==> src/rtl/bcd_pkg.sv <==
`default_nettype none
// ============================================================================
// Module   : bcd_pkg
// Brief    : Shared constants and state encoding for the binary-to-BCD block
// Revision : 1.0 - initial release
// ============================================================================
package bcd_pkg;

    localparam int          BCD_DIGITS  = 4;
    localparam int          MAX_DEC     = 9999;
    localparam logic [15:0] OVF_PATTERN = 16'hEEEE;
    localparam int          CNT_W       = 4;

    localparam logic [1:0]  ST_IDLE  = 2'd0;
    localparam logic [1:0]  ST_SHIFT = 2'd1;
    localparam logic [1:0]  ST_DONE  = 2'd2;

endpackage
`default_nettype wire

==> src/rtl/bin_to_bcd_seq_if.sv <==
`default_nettype none
// ============================================================================
// Module   : bin_to_bcd_seq_if
// Brief    : Request/result bundle between a producer and the BCD converter
// Revision : 1.0 - initial release
// ============================================================================
interface bin_to_bcd_seq_if
    import bcd_pkg::*;
#(
    parameter int IN_W = 14
);
    logic [IN_W-1:0]         bin_in;
    logic                    start;
    logic                    auto_en;
    logic [4*BCD_DIGITS-1:0] bcd_out;
    logic                    done;
    logic                    busy;
    logic                    ovf;

    modport master (
        output bin_in, start, auto_en,
        input  bcd_out, done, busy, ovf
    );

    modport slave (
        input  bin_in, start, auto_en,
        output bcd_out, done, busy, ovf
    );
endinterface
`default_nettype wire

==> src/rtl/bcd_digit_adj.sv <==
`default_nettype none
// ============================================================================
// Module   : bcd_digit_adj
// Brief    : Double-dabble nibble corrector (add 3 when the digit is >= 5)
// Revision : 1.0 - initial release
// ============================================================================
module bcd_digit_adj (
    input  wire logic [3:0] din,
    output logic      [3:0] dout
);
    assign dout = (din >= 4'd5) ? din + 4'd3 : din;
endmodule
`default_nettype wire

==> src/rtl/bin_to_bcd_seq.sv <==
`default_nettype none
// ============================================================================
// Module   : bin_to_bcd_seq
// Brief    : Sequential shift-and-add-3 binary-to-BCD converter, 1 bit/clock
// Revision : 1.0 - initial release
// ============================================================================
module bin_to_bcd_seq #(
    parameter int IN_W    = 14,
    parameter int MAX_DEC = bcd_pkg::MAX_DEC
) (
    input  wire logic       clk,
    input  wire logic       rst,
    bin_to_bcd_seq_if.slave bus
);
    import bcd_pkg::*;

    localparam logic [CNT_W-1:0] CNT_LAST = CNT_W'(IN_W - 1);
    localparam logic [31:0]      MAX_VAL  = 32'(MAX_DEC);

    logic [1:0]            state;
    logic [IN_W-1:0]       bin_sr;
    logic [15:0]           bcd_sr;
    logic [15:0]           bcd_adj;
    logic [CNT_W-1:0]      cnt;
    logic                  ovf_pend;
    logic [15:0]           bcd_q;
    logic                  done_q;
    logic                  ovf_q;
    logic                  request;
    logic                  over_range;
    logic [16+IN_W-1:0]    shifted;

    assign request    = bus.start | bus.auto_en;
    assign over_range = (32'(bus.bin_in) > MAX_VAL);
    assign shifted    = {bcd_adj, bin_sr} << 1;

    generate
        for (genvar i = 0; i < BCD_DIGITS; i++) begin : g_digit
            bcd_digit_adj u_adj (
                .din  (bcd_sr[4*i +: 4]),
                .dout (bcd_adj[4*i +: 4])
            );
        end
    endgenerate

    always_ff @(posedge clk or posedge rst) begin
        if (rst) begin
            state    <= ST_IDLE;
            bin_sr   <= '0;
            bcd_sr   <= '0;
            cnt      <= '0;
            ovf_pend <= 1'b0;
            bcd_q    <= '0;
            done_q   <= 1'b0;
            ovf_q    <= 1'b0;
        end else begin
            done_q <= 1'b0;
            case (state)
                ST_IDLE: begin
                    if (request) begin
                        bin_sr   <= bus.bin_in;
                        bcd_sr   <= '0;
                        cnt      <= '0;
                        ovf_pend <= over_range;
                        state    <= ST_SHIFT;
                    end
                end
                ST_SHIFT: begin
                    bcd_sr <= shifted[16+IN_W-1 -: 16];
                    bin_sr <= shifted[IN_W-1:0];
                    cnt    <= cnt + CNT_W'(1);
                    if (cnt == CNT_LAST) begin
                        state <= ST_DONE;
                    end
                end
                ST_DONE: begin
                    // Only edge on which the visible result changes
                    bcd_q  <= ovf_pend ? OVF_PATTERN : bcd_sr;
                    ovf_q  <= ovf_pend;
                    done_q <= 1'b1;
                    state  <= ST_IDLE;
                end
                default: state <= ST_IDLE;
            endcase
        end
    end

    assign bus.bcd_out = bcd_q;
    assign bus.done    = done_q;
    assign bus.ovf     = ovf_q;
    assign bus.busy    = (state == ST_SHIFT) || (state == ST_DONE);

endmodule
`default_nettype wire
==> src/flat_wrapper.sv <==
// flat-port wrapper written by rule: the top's interface ports become plain ports
module bin_to_bcd_seq_flat import bcd_pkg::*;
#(
    parameter int IN_W    = 14,
    parameter int MAX_DEC = bcd_pkg::MAX_DEC
)
  (clk, rst, bus_bin_in, bus_start, bus_auto_en, bus_bcd_out, bus_done, bus_busy, bus_ovf);
  bin_to_bcd_seq_if #(.IN_W(IN_W)) bus_i ();
  input  wire logic clk;
  input  wire logic rst;
  input wire logic [$bits(bus_i.bin_in)-1:0] bus_bin_in;
  input wire logic [$bits(bus_i.start)-1:0] bus_start;
  input wire logic [$bits(bus_i.auto_en)-1:0] bus_auto_en;
  output wire logic [$bits(bus_i.bcd_out)-1:0] bus_bcd_out;
  output wire logic [$bits(bus_i.done)-1:0] bus_done;
  output wire logic [$bits(bus_i.busy)-1:0] bus_busy;
  output wire logic [$bits(bus_i.ovf)-1:0] bus_ovf;
  assign bus_i.bin_in = bus_bin_in;
  assign bus_i.start = bus_start;
  assign bus_i.auto_en = bus_auto_en;
  assign bus_bcd_out = bus_i.bcd_out;
  assign bus_done = bus_i.done;
  assign bus_busy = bus_i.busy;
  assign bus_ovf = bus_i.ovf;
  bin_to_bcd_seq #(.IN_W(IN_W), .MAX_DEC(MAX_DEC)) u_core (.clk(clk), .rst(rst), .bus(bus_i));
endmodule
==> config.mk <==
export PLATFORM = sky130hd
export DESIGN_NAME = bin_to_bcd_seq_flat
export DESIGN_NICKNAME = d
export VERILOG_FILES = /design/src/rtl/bcd_pkg.sv /design/src/rtl/bin_to_bcd_seq_if.sv /design/src/rtl/bcd_digit_adj.sv /design/src/rtl/bin_to_bcd_seq.sv /design/src/flat_wrapper.sv
export SDC_FILE = /design/constraint.sdc
export NUM_CORES = 1
export LEC_CHECK = 0
export ABC_AREA = 1
export CAP_MARGIN = 20
export CORE_UTILIZATION = 50
export DETAILED_ROUTE_END_ITERATION = 7
export HOLD_SLACK_MARGIN = 0.05
export MAX_ROUTING_LAYER = met4
export PLACE_DENSITY = 0.73
export REMOVE_ABC_BUFFERS = 1
export SETUP_SLACK_MARGIN = 0.5
export SLEW_MARGIN = 10
export SYNTH_ARGS = -nofsm -noshare
export SYNTH_HDL_FRONTEND = slang
export SYNTH_SLANG_ARGS = --single-unit
==> constraint.sdc <==
create_clock -name clk -period 2 [get_ports clk]
set_input_delay 0.3 -clock clk [delete_from_list [all_inputs] [get_ports clk]]
set_output_delay 0.3 -clock clk [all_outputs]
set_load 0.1 [all_outputs]
[After elaboration in Yosys (flattened, before gate mapping)]
Index checks and enable logic that the tools add are counted.
Storage, ports and cells
  flip-flop bits (word level): 55
  output and inout port bits: 19
Operators by class
  add/subtract/negate cells: 5
  $lt $le $gt $ge: 5
  equal/unequal tests: 5
  muxes and demuxes: 15
  bitwise logic cells: 1
  reductions and logical operators: 6
Operator list (count)
  two-way mux 16 bit: 2
  case mux 16 bit (2 select lines): 1
  case mux 14 bit (2 select lines): 1
  greater-or-equal comparator 4 x 3 -> 1 bit (second input constant): 4
  two-way mux 4 bit: 4
  > comparator 14 bit (second input constant): 1
  two-way mux 14 bit: 1
  adder 4 x 2 -> 4 bit (second input constant): 3
  case mux 4 bit (2 select lines): 1
  AND reduction 2 bit: 3
  adder 4 x 1 -> 4 bit (second input constant): 1
  == test 4 bit (second input constant): 1
  two-way mux 2 bit: 2
  != test 2 x 1 -> 1 bit (second input constant): 2
  case mux 2 bit (2 select lines): 1
  adder 3 x 2 -> 3 bit (second input constant): 1
  two-way mux 3 bit: 1
  == test 2 x 1 -> 1 bit (second input constant): 1
  == test 2 bit (second input constant): 1
  zero test 2 bit: 1
  nonzero test 2 bit: 1
  logical OR 1 bit: 1
  two-way mux 1 bit: 1
  bitwise OR 1 bit: 1

[Longest topological paths before layout]
  depth in word-level cells: 3
  gate-level depth with buffers: 9
  depth with buffers taken out: 8

[Cells and area by module]
A second synthesis with hierarchy kept.
Second synthesis, totals
  cells, all modules: 377
  area, all modules: 3010.4 um2
By module, submodules not included
  bin_to_bcd_seq: instances 1, cells an instance 285, area an instance 2469.9 um2
  bcd_digit_adj: instances 4, cells an instance 23, area an instance 135.1 um2

[Least setup slack after synthesis]
OpenSTA, ideal clock, no wires.
  path type: register to output
  start point: register u_core.state[1]
  end point: output bus_busy
  arrival time: 1.248 ns
  setup slack: 0.452 ns
  stages on the path, launching flop included: 3
  cells stage by stage: dfrtp_1 -> inv_1 -> ha_1
Between the ends
  longest elaborated chain between the ends: 2
RTL lines
  start: declaration: line bin_to_bcd_seq.sv:20  | logic [1:0] state;
  start signal: assignment: line bin_to_bcd_seq.sv:48  | state <= ST_IDLE;
  start signal: assignment: line bin_to_bcd_seq.sv:65  | state <= ST_SHIFT;
  start signal: assignment: line bin_to_bcd_seq.sv:73  | state <= ST_DONE;
  == test 2 x 1 -> 1 bit or == test 2 bit (tied branches): line bin_to_bcd_seq.sv:91  | assign bus.busy = (state == ST_SHIFT) || (state == ST_DONE);
  logical OR 1 bit (*): line bin_to_bcd_seq.sv:91
  end: declaration: line flat_wrapper.sv:16  | output wire logic [$bits(bus_i.busy)-1:0] bus_busy;
Mark *: on every way between the ends. The rest lies on a longest branch, timed or not.

[Worst setup path after layout]
Same ends and word-level chain as after synthesis.

==> results.md <==
- Antenna Nets Post-Route: 0
- Sequential area share after synthesis: 0.491
- Worst Skew: 0.00774 ns
- Starting density of the core: 0.532
- DR DRC count: 0
- Setup TNS: 0 ns
- Sink Count: 55
- Unrepaired setup endpoints after global routing: yes
- Max_cap viols: 0
- Status: finished clean
- Total wire length: approximately 6.0 mm
- Diode count: 0
- Top cell type's share of synthesized area: 0.491
- Die Y: 76.9 µm
- GRT Residual Overflow: 0
- Top delay family on crit path: flip-flops
- Most common flop cell mapped by yosys: dfrtp_1
- Synth area leaders: dfrtp_1, nand2_1, ha_1, inv_1, nor2_1
- Hold Buf Count CTS: 0
- Critical Path Start Type: flop
- Period utilisation layout: 0.767
- Sw frac: 0.515
- DR vias/cell: 4.98
- P per Cell Area: 1770 mW/mm²
- Nature of the critical path endpoint: primary output
- Commonest cells in the synthesized netlist: nand2_1, dfrtp_1, inv_1
- P_int: 3.01 mW
- Post-route insts no fill: just under 500
- Slew Viols, Final: 0
- Largest net degree at the start of global routing: 30
- Routed len/inst: about 12 µm
- Max IR drop VDD: 0.959 mV
- CP Class: reg -> out
- DP Cell Count: about 470
- Number of core rows: 26
- Seq pwr share: 0.282
- Overall die width: ~77 µm
- Gate power share: 0.601
- LEAKAGE: roughly 1.9 nW
- CP bufs+invs: 2
- Slowest stage cell, crit path: dfrtp_1
- Switching power: approximately 3.2 mW
- Gr usage total: 0.224
- Yosys warnings: 0
- Hold Path Class: in -> async
- CORE AREA: ~0.0053 mm²
- Post-synth EDFFs: 0
- # setup viols final: 0
- Synth Instances: around 370
- Fin. Hold Viols: 0
- Cell taking the most area after synthesis: dfrtp_1
- Arrival @ worst endpoint: 1.23 ns
- Ports: 37
- Count of different cell masters after synthesis: 16
- Clock latency on the worst-skew pair: around 0.31 ns
- Count leader, synth: nand2_1
- Initial antenna violation count: 0
- DP HPWL: around 4 mm
- Fmax: around 650 MHz
- Post-synthesis register bit count: 55
- Number of global-route vias before repair: ~2300
- Mapped cell area: between 0.002 and 0.003 mm²
- 1st-pass router iterations: 4
- Clock transition at the registers of the reported paths: roughly 0.10 ns
- H-tree levels: 2
- Filler cells: 460
- IO Port Bufs: 36
- Fin crit period: roughly 1.5 ns
- Avg Cell Area, Syn: roughly 7.6 µm²
- Layout cells sized above 1: 0.138
- Largest stage delay on the critical path: between 0.3 and 0.4 ns
- Post-route cell area: 0.00351 mm²
- CTS tree: built
- Routed via count: between 2000 and 2500
- Root buf cell: clkbuf_8
- Worst-path fanout max: 3
- Placed Area: 0.00323 mm²
- Area Overhead vs Synth: 25.2%
- Worst Path Required: about 1.7 ns
- Cell Chain, Critical Path: inv_2, ha_4, buf_12
- Total CTS buffers: 5
- Worst slew margin: 0.699
- First-pass GRT wire length: ~10 mm
- Tot Pwr: approximately 6.2 mW
- Clock Path Buffers: 2
- GP Congestion: about 0.83
- Asr flop ratio synth: 1.00
- Slew @ Worst Pin: roughly 0.45 ns
- Clock power share: 0.117
- Full die area: between 0.005 and 0.006 mm²
- Nets@finish: between 400 and 500
- Initial DRC Count: approximately 140
flip-flops by register name, summed over array words and instances (netlist names):
name / cells
u_core.bus.done: 1
u_core.bus.ovf: 1
u_core.cnt: 4
u_core.ovf_pend: 1
u_core.bcd_sr: 16
u_core.bus.bcd_out: 16
u_core.bin_sr: 14
u_core.state: 2
area by class of cell:
class                           instances  area [µm²]  area share
Clock buffer                            5        68.8      0.0196
Multi-Input combinational cell        268        1280       0.363
Sequential cell                        55        1380       0.392
Inverter                               38         164      0.0467
Timing Repair Buffer                   53         502       0.143
Tap cell                               70        87.6      0.0249
Clock inverter                          2        37.5      0.0107
layout by cell type, fill, tap and decap left out:
cell type | synthesis | final
nand2_1 | 149 | 148
dfrtp_1 | 55 | 55
nor2_1 | 34 | 32
inv_1 | 37 | 31
buf_4 | 0 | 29
nand3_1 | 25 | 24
o21ai_0 | 25 | 24
clkdlybuf4s50_1 | 0 | 17
a21oi_1 | 14 | 14
ha_1 | 14 | 12
clkbuf_8 | 0 | 5
inv_2 | 1 | 4
buf_12 | 0 | 4
clkinvlp_4 | 0 | 3
nand4_1 | 3 | 3
buf_6 | 2 | 3
o22ai_1 | 2 | 2
ha_4 | 0 | 2
nand2_4 | 0 | 1
nor2_2 | 0 | 1
a21oi_2 | 1 | 1
bufinv_8 | 0 | 1
nor2_4 | 0 | 1
or2_2 | 1 | 1
o21ai_1 | 0 | 1
nand3_2 | 0 | 1
bufinv_16 | 0 | 1
through the flow:
stage	utilization	hold slack, ns	setup WS (ns)
2_1_floorplan	-	0.441	-0.243
3_3_place_gp	0.613	0.455	0.357
3_5_place_dp	0.613	0.463	0.304
4_1_cts	0.647	0.309	0.472
5_1_grt	0.666	0.354	0.408
6_report	0.666	0.309	0.467
cell families (layout without fill, tap and decap cells):
kind of cell | count (synthesis) | count (layout) | synth area share
fa+ha+maj | 14 | 14 | 0.0624
buf+inv | 48 | 98 | 0.0714
simple gates | 212 | 212 | 0.298
compound gates | 42 | 42 | 0.0772
flops | 55 | 55 | 0.491
per-layer routing:
layer,track usage,part of all wire
met5,-,0
met4,0.0750,0.010
met3,0.0286,0.035
met2,0.371,0.49
met1,0.283,0.46
power groups by stage:
stage                     sequential (mW)  clock [mW]  combinational, mW
after global placement               1.74           0               3.21
after global routing                 1.79       0.776               4.02
after floorplan                      2.82           0               1.34
final                                1.75       0.724               3.73
after detailed placement             1.76           0               3.26
after CTS                            1.75       0.744               3.48
repair_timing:
| action | in CTS | in global routing |
|---|---|---|
| setup endpoints to repair | 47 | 47 |
| gates cloned | 1 | 0 |
| setup buffers | 4 | 6 |
| pin swaps | 0 | 1 |
| resized for setup | 9 | 12 |
worst reg2reg max path, cell delays in order (launching register included):
cell     delay, ns
dfrtp_1       0.41
buf_4         0.15
ha_4          0.17
nor2_2        0.14
a21oi_2       0.07
buf_4         0.15
buf_6         0.15
nand3_1       0.07
o21ai_0       0.07
worst paths after layout:
path                                  start                     to  slack, ns  cells past startpoint
max                         u_core.state[1]               bus_busy       0.47                      3
min                                     rst  u_core.bus.bcd_out[7]       0.31                      2
max reg2reg                 u_core.state[0]      u_core.bcd_sr[11]       0.50                      8
min reg2reg                u_core.bin_sr[4]       u_core.bin_sr[4]       0.48                      2
max in group asynchronous               rst       u_core.bcd_sr[8]       1.23                      3
min in group clk           u_core.bin_sr[4]       u_core.bin_sr[4]       0.48                      2
No activity file was read; power rests on OpenSTA's default activity.
